`config.mk`:
```
export PLATFORM = sky130hd
export DESIGN_NAME = beam_sum_sequencer
export DESIGN_NICKNAME = d
export VERILOG_FILES = /design/src/rtl/beam_sum_sequencer_pkg.sv /design/src/rtl/beam_sum_sequencer_read_tag_pipe.sv /design/src/rtl/beam_sum_sequencer.sv
export SDC_FILE = /design/constraint.sdc
export NUM_CORES = 1
export LEC_CHECK = 0
export CAP_MARGIN = 40
export CORE_MARGIN = 2
export CORE_UTILIZATION = 56
export DETAILED_ROUTE_END_ITERATION = 7
export PLACE_DENSITY = 0.81
export RECOVER_POWER = 50
export SLEW_MARGIN = 25
export SYNTH_ARGS = -nofsm -noshare
export SYNTH_HDL_FRONTEND = slang
export SYNTH_SLANG_ARGS = --single-unit
```
`constraint.sdc`:
```
create_clock -name clk -period 3.2 [get_ports clk]
set_input_delay 0.64 -clock clk [delete_from_list [all_inputs] [get_ports clk]]
set_output_delay 0.64 -clock clk [all_outputs]
set_load 0.005 [all_outputs]
```
`src/rtl/beam_sum_sequencer_pkg.sv`:
```
// Shared constants and types for the beam summing sequencer.
// Sizes, the FSM state encoding and the read-tag record are kept here
// so that the filter and indexing controllers can reuse them.
package beam_sum_sequencer_pkg;

   localparam int NUM_CH  = 8;    // channels summed per output sample
   localparam int SEG_LEN = 768;  // samples per channel segment
   localparam int DATA_W  = 32;   // input sample width
   localparam int SUM_W   = 40;   // sum width
   localparam int RD_LAT  = 1;    // output-RAM read latency in cycles

   localparam int CH_W   = $clog2(NUM_CH);
   localparam int T_W    = $clog2(SEG_LEN);
   localparam int ADDR_W = $clog2(NUM_CH * SEG_LEN);

   typedef enum logic [1:0] {
      IDLE  = 2'd0,
      RUN   = 2'd1,
      DRAIN = 2'd2,
      DONE  = 2'd3
   } state_t;

   // Sideband carried alongside every issued read.
   typedef struct packed {
      logic           vld;
      logic           first;
      logic           last;
      logic [T_W-1:0] t;
   } rd_tag_t;

   // Sign-extend one two's-complement sample to the sum width.
   function automatic logic [SUM_W-1:0] sext_sample(input logic [DATA_W-1:0] d);
      return {{(SUM_W-DATA_W){d[DATA_W-1]}}, d};
   endfunction

endpackage

```
`src/rtl/beam_sum_sequencer_read_tag_pipe.sv`:
```
// read_tag_pipe: RD_LAT-deep delay line for read tags, so that each tag
// arrives in the same cycle as the RAM data it describes.
// Ports:
//   clk, reset (async, active low)
//   flush            synchronous clear of every stage (used by abort)
//   in_vld/in_first/in_last/in_t     tag of the read visible this cycle
//   out_vld/out_first/out_last/out_t tag aligned with the read data
module read_tag_pipe
   import beam_sum_sequencer_pkg::*;
(
   input  logic           clk,
   input  logic           reset,
   input  logic           flush,
   input  logic           in_vld,
   input  logic           in_first,
   input  logic           in_last,
   input  logic [T_W-1:0] in_t,
   output logic           out_vld,
   output logic           out_first,
   output logic           out_last,
   output logic [T_W-1:0] out_t
);

   rd_tag_t stage_r [RD_LAT];

   // Shift register of tags; flush empties every stage at once.
   always_ff @(posedge clk or negedge reset) begin
      if (!reset) begin
         for (int i = 0; i < RD_LAT; i++) stage_r[i] <= '0;
      end else if (flush) begin
         for (int i = 0; i < RD_LAT; i++) stage_r[i] <= '0;
      end else begin
         stage_r[0] <= '{vld: in_vld, first: in_first, last: in_last, t: in_t};
         for (int i = 1; i < RD_LAT; i++) stage_r[i] <= stage_r[i-1];
      end
   end

   assign out_vld   = stage_r[RD_LAT-1].vld;
   assign out_first = stage_r[RD_LAT-1].first;
   assign out_last  = stage_r[RD_LAT-1].last;
   assign out_t     = stage_r[RD_LAT-1].t;

endmodule

```
`src/rtl/beam_sum_sequencer.sv`:
```
// beam_sum_sequencer: for each t in 0..SEG_LEN-1 reads the sample of every
// channel from the output RAM (channel-major address ch*SEG_LEN+t), sums
// them sign-extended, and writes the sum to sum-RAM address t.
// Ports:
//   clk, reset (async, active low)
//   start / pause / abort            pass control
//   busy / done                      pass status (registered)
//   out_rd_en/out_rd_addr/out_rd_data  output-RAM read port
//   sum_wr_en/sum_wr_addr/sum_wr_data  sum-RAM write port (registered)
module beam_sum_sequencer
   import beam_sum_sequencer_pkg::*;
(
   input  logic              clk,
   input  logic              reset,
   input  logic              start,
   input  logic              pause,
   input  logic              abort,
   output logic              busy,
   output logic              done,
   output logic              out_rd_en,
   output logic [ADDR_W-1:0] out_rd_addr,
   input  logic [DATA_W-1:0] out_rd_data,
   output logic              sum_wr_en,
   output logic [T_W-1:0]    sum_wr_addr,
   output logic [SUM_W-1:0]  sum_wr_data
);

   state_t             state_r, next_state_s;
   logic               issue_s, abort_act_s, final_wr_s;
   logic [CH_W-1:0]    ch_r;
   logic [T_W-1:0]     t_r;
   logic [ADDR_W-1:0]  rd_addr_s;
   logic               busy_r, done_r;
   logic               out_rd_en_r;
   logic [ADDR_W-1:0]  out_rd_addr_r;
   logic               iss_first_r, iss_last_r;
   logic [T_W-1:0]     iss_t_r;
   logic               tag_vld_s, tag_first_s, tag_last_s;
   logic [T_W-1:0]     tag_t_s;
   logic [SUM_W-1:0]   acc_r, acc_next_s;
   logic               sum_wr_en_r;
   logic [T_W-1:0]     sum_wr_addr_r;
   logic [SUM_W-1:0]   sum_wr_data_r;

   assign rd_addr_s  = ADDR_W'(ch_r) * ADDR_W'(SEG_LEN) + ADDR_W'(t_r);
   assign final_wr_s = tag_vld_s && tag_last_s && (tag_t_s == T_W'(SEG_LEN-1));

   // FSM state register.
   always_ff @(posedge clk or negedge reset) begin
      if (!reset) state_r <= IDLE;
      else        state_r <= next_state_s;
   end

   // Next state plus the issue/abort qualifiers; abort outranks pause and
   // the RUN->DRAIN move.
   always_comb begin
      next_state_s = state_r;
      issue_s      = 1'b0;
      abort_act_s  = 1'b0;
      case (state_r)
         IDLE: begin
            if (start) next_state_s = RUN;
            else       next_state_s = IDLE;
         end
         RUN: begin
            if (abort) begin
               abort_act_s  = 1'b1;
               next_state_s = IDLE;
            end else if (!pause) begin
               issue_s = 1'b1;
               if (ch_r == CH_W'(NUM_CH-1) && t_r == T_W'(SEG_LEN-1)) next_state_s = DRAIN;
               else                                                    next_state_s = RUN;
            end else begin
               next_state_s = RUN;
            end
         end
         DRAIN: begin
            if (abort) begin
               abort_act_s  = 1'b1;
               next_state_s = IDLE;
            end else if (final_wr_s) begin
               next_state_s = DONE;
            end else begin
               next_state_s = DRAIN;
            end
         end
         DONE:    next_state_s = IDLE;
         default: next_state_s = IDLE;
      endcase
   end

   // Status flags are registered from the next state so they line up with it.
   always_ff @(posedge clk or negedge reset) begin
      if (!reset) begin
         busy_r <= 1'b0;
         done_r <= 1'b0;
      end else begin
         busy_r <= (next_state_s == RUN) || (next_state_s == DRAIN);
         done_r <= (next_state_s == DONE);
      end
   end

   // Read issue: registered strobe/address, ch/t walk, and the issue tag.
   always_ff @(posedge clk or negedge reset) begin
      if (!reset) begin
         ch_r          <= '0;
         t_r           <= '0;
         out_rd_en_r   <= 1'b0;
         out_rd_addr_r <= '0;
         iss_first_r   <= 1'b0;
         iss_last_r    <= 1'b0;
         iss_t_r       <= '0;
      end else begin
         out_rd_en_r <= issue_s;
         if (issue_s) begin
            out_rd_addr_r <= rd_addr_s;
            iss_first_r   <= (ch_r == CH_W'(0));
            iss_last_r    <= (ch_r == CH_W'(NUM_CH-1));
            iss_t_r       <= t_r;
         end
         if (state_r == IDLE && start) begin
            ch_r <= '0;
            t_r  <= '0;
         end else if (issue_s) begin
            if (ch_r == CH_W'(NUM_CH-1)) begin
               ch_r <= '0;
               t_r  <= t_r + T_W'(1);
            end else begin
               ch_r <= ch_r + CH_W'(1);
            end
         end
      end
   end

   // The issue tag becomes valid with out_rd_en; the pipe adds RD_LAT more
   // cycles so its output matches out_rd_data.
   read_tag_pipe u_read_tag_pipe (
      .clk       (clk),
      .reset     (reset),
      .flush     (abort_act_s),
      .in_vld    (out_rd_en_r),
      .in_first  (iss_first_r),
      .in_last   (iss_last_r),
      .in_t      (iss_t_r),
      .out_vld   (tag_vld_s),
      .out_first (tag_first_s),
      .out_last  (tag_last_s),
      .out_t     (tag_t_s)
   );

   // Accumulator next value: first channel restarts the sum.
   always_comb begin
      acc_next_s = acc_r;
      if (tag_first_s) acc_next_s = sext_sample(out_rd_data);
      else             acc_next_s = acc_r + sext_sample(out_rd_data);
   end

   // Accumulate returning data and write the completed sum on the last channel.
   always_ff @(posedge clk or negedge reset) begin
      if (!reset) begin
         acc_r         <= '0;
         sum_wr_en_r   <= 1'b0;
         sum_wr_addr_r <= '0;
         sum_wr_data_r <= '0;
      end else if (abort_act_s) begin
         sum_wr_en_r <= 1'b0;
      end else if (tag_vld_s) begin
         acc_r       <= acc_next_s;
         sum_wr_en_r <= tag_last_s;
         if (tag_last_s) begin
            sum_wr_addr_r <= tag_t_s;
            sum_wr_data_r <= acc_next_s;
         end
      end else begin
         sum_wr_en_r <= 1'b0;
      end
   end

   assign busy        = busy_r;
   assign done        = done_r;
   assign out_rd_en   = out_rd_en_r;
   assign out_rd_addr = out_rd_addr_r;
   assign sum_wr_en   = sum_wr_en_r;
   assign sum_wr_addr = sum_wr_addr_r;
   assign sum_wr_data = sum_wr_data_r;

endmodule

```
==> qor.yml, run 1 <==
clock_tree:
  cts_tree: "yes"
  clockBufferDepth: 2
  cts_root_buf: "clkbuf_16"
  cts_buffers: 17
  htree_levels: 4
  clkSinkCount: 139
  clk_latency_ps: 430
  clk_pin_slew_ps: 60
  holdBufCountCts: 0
final_layout:
  n_antenna_cell: 0
  regArea_mm2: 0.00348
  nets: 1158
  drive_above_1_share_pct: 12.8
  nFillCells: 1027
  area.growth.synth_to_final_pct: 29.3
  multi_input_area_mm2: 0.00427
  utilization_pct: 74.2
  fin_cells: 1258
drt:
  dr.pass1.iters: 6
  ant_nets: 0
  wirelength_mm: 20.1
  wl_per_cell_um: 16.0
  via_count: 7124
  viasPerCell: 5.66
  drt_iter0_markers: 484
  drc: 0
critical_path:
  reg2regPathDepth: 11
  cp_slowest_stage_delay_ps: 490
  start_kind: "input port"
  crit_arrival_ps: 3400
  crit_path_end_kind: "flip-flop"
  rrSetupSlack_ps: 410
  cp_slowest_cell: "clkdlybuf4s50_1"
  crit_end: "acc_r[32]"
  path_cells: "clkdlybuf4s50_1 > ha_2 > inv_1 > fa_2 > nor2b_2 > o2111a_1 > o211a_1 > o21bai_4 > a2111oi_2 > nor3_1 > xnor2_1 > a21boi_0 > o21ai_0"
  r2r-end: "acc_r[36]"
  timing.critical_path.buf_inv: 2
  worstPathRequired_ps: 3500
  crit_fanout: 3
  timing.rr.start: "acc_r[7]"
  cp.depth: 13
  cp_top_family: "compound AO/OA/AOI/OAI gates"
  critical_path_class: "input port to flip-flop"
  startpoint: "out_rd_data[0]"
die:
  core_area_mm2: 0.0139
  pin_count: 104
  die_h_um: 123
  start_util_pct: 57.4
  std_cell_rows: 43
  dieArea_mm2: 0.0152
  die_w_um: 123
timing:
  fmax_ghz: 0.323
  tightest_slew_ps: 1550
  hold_viol_final: 0
  slew_viol_final: 64
  finalClockSkew_ps: 9.05
  period_needed_ps: 3100
  rsz0062_at_grt: "true"
  setup_ws_ps: 99.5
  maxSlewHeadroom_pct: -3.14
  period_share_pct: 96.9
  setup_viol_count_final: 0
yosys:
  syn-num-nets: 994
  ys_seq_area_share_pct: 43.5
  ys_ff_latch: 139
  synth.distinct_cells: 56
  synth-edff-count: 0
  netlist_area_mm2: 0.00799
  ys_async_sr_fraction_pct: 100
  synthesis.instances: 902
  yosys_warnings: 0
  syn_avg_cell_area_um2: 8.86
  synthFlopType: "dfrtp_1"
global_route:
  antenna_found_initial: 0
  grt_max_degree: 64
  grt_use_total_pct: 28.0
  grt.overflow.total: 0
  grt_pass1_wl_mm: 33.3
  first_global_vias: 7016
power_and_ir_drop:
  power_density_mw_per_mm2: 762
  pwr-share-clk_pct: 24.6
  p_sw_w: 0.00303
  power_w: 0.00788
  p_sw_share_pct: 38.5
  power_frac_comb_pct: 47.6
  ir_drop_mv: 0.465
  p_int_w: 0.00485
  leakage_nw: 4.99
  seqPwrFrac_pct: 27.8
place:
  io_buffers: 103
  place.gp.congestion: 0.923
  dp_hpwl_mm: 14.4
  dp.cells: 1226
  preCtsSetupSlack_ps: -384
status:
  status: "complete, but fails checks"
  failed_checks: "capacitance limit, slew limit"
worst_hold_path:
  hp-class: "flip-flop to flip-flop"
flow_run:
  drv_cap: 1
## cells in the final DEF (no fill, tap or decap), types with 6 or more instances in the layout
master             n
nor2b_1            7
nor4_1             6
a21o_1            20
o21ai_0           91
a31oi_1           10
nor3_1            11
nand2_1          178
clkdlybuf4s50_1  101
o21a_1            11
and3_1             8
nand2b_1           9
and2_1             8
a21oi_1           63
xor2_1            23
dfrtp_1          139
inv_1             16
clkbuf_16         17
mux2i_1           11
nor2_1            48
o211ai_1           6
nand3_1           22
and2_0            11
nand4_1           12
buf_4             86
ha_1              50
xnor2_1           20
## layout make-up
| type | count | area share [%] |
|---|---|---|
| tap | 180 | 2.18 |
| multi-input combinational | 694 | 41.4 |
| sequential | 139 | 33.7 |
| inverter | 18 | 0.654 |
| timing repair buffer | 196 | 16.6 |
| clock buffer | 17 | 4.12 |
| clock inverter | 14 | 1.45 |
## how the worst min path moves through the flow
| stage | start | endpoint | slack, ps | depth (start not counted) |
|---|---|---|---|---|
| after floorplan | reset | acc_r[0] | 340 | 0 |
| after global placement | u_read_tag_pipe.out_t[8] | sum_wr_addr[8] | 450 | 2 |
| after detailed placement | u_read_tag_pipe.out_t[6] | sum_wr_addr[6] | 460 | 2 |
| after CTS | reset | acc_r[25] | 210 | 1 |
| after global routing | u_read_tag_pipe.out_t[6] | sum_wr_addr[6] | 490 | 2 |
| final | u_read_tag_pipe.out_t[8] | sum_wr_addr[8] | 470 | 2 |
## stage by stage
step / hold slack, ps / setup TNS [ps] / area [µm²]
4_1_cts: 207 / 0 / 10300
5_1_grt: 487 / -122 / 10300
3_3_place_gp: 447 / -6330 / 9750
6_report: 471 / 0 / 10300
2_1_floorplan: 344 / 0 / 7990
3_5_place_dp: 457 / -8410 / 9750
## worst register-to-register path, cell delays in order (launching register included)
cell and delay, ps:
dfrtp_1 390, ha_1 290, a21oi_1 240, o211ai_1 150, a311o_1 430, o21bai_4 220, a21oi_4 100, buf_4 140
a211oi_1 310, xnor2_1 160, a21boi_1 90, o21ai_0 180
## metal layers
| metal | GRT usage, % | wire length [µm] |
|---|---|---|
| met1 | 36.4 | 8860 |
| met2 | 46.3 | 9880 |
| met3 | 5.81 | 905 |
| met4 | 10.2 | 481 |
| met5 | 0 | 0 |
## power by group through the flow
stage               Sequential (W)  Combinational, W  Clock [W]
finish                     0.00219           0.00375    0.00194
global route               0.00222           0.00419    0.00204
CTS                        0.00219           0.00368    0.00196
detailed placement         0.00221           0.00363          0
global placement           0.00220           0.00358          0
floorplan                  0.00216           0.00239          0
## state kept, by name, indices dropped and copies added (netlist names), 3 cells and up
register / cells
acc_r: 40
sum_wr_data: 40
out_rd_addr: 13
sum_wr_addr: 10
t_r: 10
u_read_tag_pipe.out_t: 10
ch_r: 3
## cell usage after synthesis (all sizes together) (4+ instances only)
cell / count / area [µm²]
mux2i: 11 / 110
nand3: 22 / 110
o21ai: 96 / 484
nand4: 12 / 75.1
a221o: 5 / 50.1
inv: 17 / 63.8
buf: 12 / 75.1
nand2b: 9 / 56.3
ha: 52 / 651
o21a: 11 / 82.6
o21bai: 6 / 48.8
clkbuf: 39 / 146
and4: 4 / 35.0
nor4: 6 / 37.5
nor3: 11 / 55.1
a21boi: 7 / 52.6
o211ai: 6 / 45.0
xor2: 23 / 201
a31oi: 10 / 62.6
a21oi: 66 / 342
a21o: 20 / 150
xnor2: 20 / 175
nor2: 49 / 186
nand2: 180 / 676
and3: 8 / 50.1
nor2b: 8 / 50.1
and2: 19 / 119
a211o: 5 / 43.8
dfrtp: 139 / 3480
## cells by family (layout without fill, tap and decap cells)
logic type,after synthesis,count (layout),synth area share [%]
adder cells (fa/ha/maj),55,55,8.89
AND/OR/NAND/NOR,334,334,18.7
AO/OA/AOI/OAI,251,251,19.2
XOR/XNOR,43,43,4.71
flip-flops,139,139,43.5
multiplexers,11,11,1.38
buffers and inverters,69,245,3.62
## timing repair
item	in CTS	in global routing
setup buffers	0	1
endpoints found under the setup margin	0	18
resized for setup	0	12
Power figures use the tool's default switching activity.
==> run 2, diff against run 1 <==
--- a/config.mk
+++ b/config.mk
@@ -5,6 +5,7 @@
 export SDC_FILE = /design/constraint.sdc
 export NUM_CORES = 1
 export LEC_CHECK = 0
+export ABC_AREA = 0
 export CAP_MARGIN = 40
 export CORE_MARGIN = 2
 export CORE_UTILIZATION = 56
@@ -15,3 +16,4 @@
 export SYNTH_ARGS = -nofsm -noshare
 export SYNTH_HDL_FRONTEND = slang
 export SYNTH_SLANG_ARGS = --single-unit
+export TNS_END_PERCENT = 5
==> constraint.sdc (replaced) <==
create_clock -name clk -period 3.06 [get_ports clk]
set_input_delay 0.612 -clock clk [delete_from_list [all_inputs] [get_ports clk]]
set_output_delay 0.612 -clock clk [all_outputs]
set_load 0.005 [all_outputs]
==> run 2 against run 1 <==
- routed wire length increased by 7.8%
- global-route usage increased by 1.8 points
- critical path depth unchanged
- sequential share of layout area decreased by 0.87 points
- register-to-register slack got worse by 90 ps
- the flow still finishes with violations (capacitance limit, slew limit)
- sequential cell count unchanged
- clock skew about the same
- utilization increased by 2.0 points
- final cell count increased by 1.7%
==> qor.yml, run 2 (same netlist as run 1, synthesis figures left out) <==
timing:
  period_needed_ps: 3040
  hold_viol_final: 0
  setup_viol_count_final: 0
  fmax_ghz: 0.329
  holdWs_ps: 470
  maxSlewHeadroom_pct: -55.3
  setup_ws_ps: 17.9
  rsz0062_at_grt: "true"
  tightest_slew_ps: 2330
  period_share_pct: 99.4
  finalClockSkew_ps: 8.65
  slew_viol_final: 44
clock_tree:
  cts_root_buf: "clkbuf_16"
  clk_latency_ps: 430
  clk_pin_slew_ps: 60
  clkSinkCount: 139
  cts_buffers: 17
  htree_levels: 4
  clockBufferDepth: 2
  cts_tree: "yes"
die:
  core_area_mm2: 0.0139
  die_h_um: 123
  pin_count: 104
  dieArea_mm2: 0.0152
  std_cell_rows: 43
  die_w_um: 123
  start_util_pct: 57.4
global_route:
  antenna_found_initial: 0
  grt_use_total_pct: 29.7
  grt.overflow.total: 0
  grt_pass1_wl_mm: 35.3
  first_global_vias: 7266
  grt_max_degree: 57
final_layout:
  layout_common_cells: "nand2_1 (178), dfrtp_1 (139), buf_4 (109), clkdlybuf4s50_1 (101), o21ai_0 (90)"
  utilization_pct: 76.1
  nFillCells: 986
  n_antenna_cell: 0
  nets: 1179
  drive_above_1_share_pct: 15.7
  layout_commonest_cell: "nand2_1"
  area.growth.synth_to_final_pct: 32.7
worst_hold_path:
  hp-class: "flip-flop to flip-flop"
drt:
  via_count: 7310
  wirelength_mm: 21.7
  ant_nets: 0
  dr.pass1.iters: 8
  drt_iter0_markers: 554
  drc: 0
  viasPerCell: 5.71
  wl_per_cell_um: 17.0
critical_path:
  start_kind: "input port"
  crit_path_end_kind: "flip-flop"
  critical_path_class: "input port to flip-flop"
  crit_arrival_ps: 3350
  worstPathRequired_ps: 3370
  crit_fanout: 4
  cp_slowest_stage_delay_ps: 490
  path_cells: "clkdlybuf4s50_1 > ha_2 > inv_1 > fa_2 > nor2b_2 > o2111a_1 > o211a_1 > o21bai_4 > a21oi_4 > o21ai_2 > a31oi_1 > xor2_1 > a221o_1"
  cp_slowest_cell: "clkdlybuf4s50_1"
place:
  dp_hpwl_mm: 15.0
  preCtsSetupSlack_ps: -494
  place.gp.congestion: 0.923
  io_buffers: 103
power_and_ir_drop:
  ir_drop_mv: 0.485
  power_density_mw_per_mm2: 812
  leakage_nw: 5.13
status:
  failed_checks: "capacitance limit, slew limit"
  status: "complete, but fails checks"
flow_run:
  drv_cap: 1
[run 2: stage by stage]
stage          power [W]  setup TNS, ps  instances  cell area (µm²)
2_1_floorplan    0.00476              0        902             7990
3_3_place_gp     0.00623         -11370       1243             9860
3_5_place_dp     0.00630         -14080       1243             9860
4_1_cts          0.00843          -32.2       1277            10500
5_1_grt          0.00918           -536       1280            10600
6_report         0.00861              0       1280            10600
[run 2: worst max-delay path, delay by kind of cell]
kind	cells	cell delay, ps
and+or+nand+nor	1	140
adders and majority gates	2	530
buffers and inverters	2	540
xor gates and xnor gates	1	110
AOI/OAI and AO/OA	7	1410
[run 2: area by class of cell]
cell class	instances	area, µm²	area share [%]
Clock buffer	17	425	4.01
Clock inverter	15	154	1.45
Inverter	18	67.6	0.637
Multi-Input combinational cell	694	4380	41.2
Sequential cell	139	3480	32.8
Tap cell	180	225	2.12
Timing Repair Buffer	217	1880	17.7
[run 2: power by group]
part           total, W  internal (W)  switching [W]  leakage [nW]
sequential      0.00230       0.00211       0.000194          1.87
clock           0.00205       0.00115       0.000901         0.292
combinational   0.00425       0.00201        0.00225          2.96
[run 2: final timing paths]
path                                           from  depth (start not counted)               to  slack (ps)
setup / recovery                     out_rd_data[0]                         13  sum_wr_data[38]          20
hold / removal             u_read_tag_pipe.out_t[8]                          2   sum_wr_addr[8]         470
setup reg to reg                          acc_r[10]                         10  sum_wr_data[35]         320
hold reg to reg            u_read_tag_pipe.out_t[8]                          2   sum_wr_addr[8]         470
max in group asynchronous                     reset                          2   sum_wr_addr[0]         610
min in group asynchronous                     reset                          1  sum_wr_data[25]         880
[run 2: what timing repair did]
action,CTS,global route
endpoints found under the hold margin,0,0
setup endpoints to repair,6,37
gates resized for setup,4,25
cloned,0,0
buffers inserted,2,3
hold buffers,0,0
pin swaps,6,20
[run 2: per-layer routing]
| metal | routed length (µm) | vias to the layer above | GRT usage [%] |
|---|---|---|---|
| met2 | 11000 | 197 | 51.5 |
| met4 | 482 | 0 | 8.81 |
| met5 | 0 | - | 0 |
| met1 | 9210 | 3548 | 37.4 |
| li1 | - | 3519 | - |
| met3 | 993 | 46 | 6.13 |
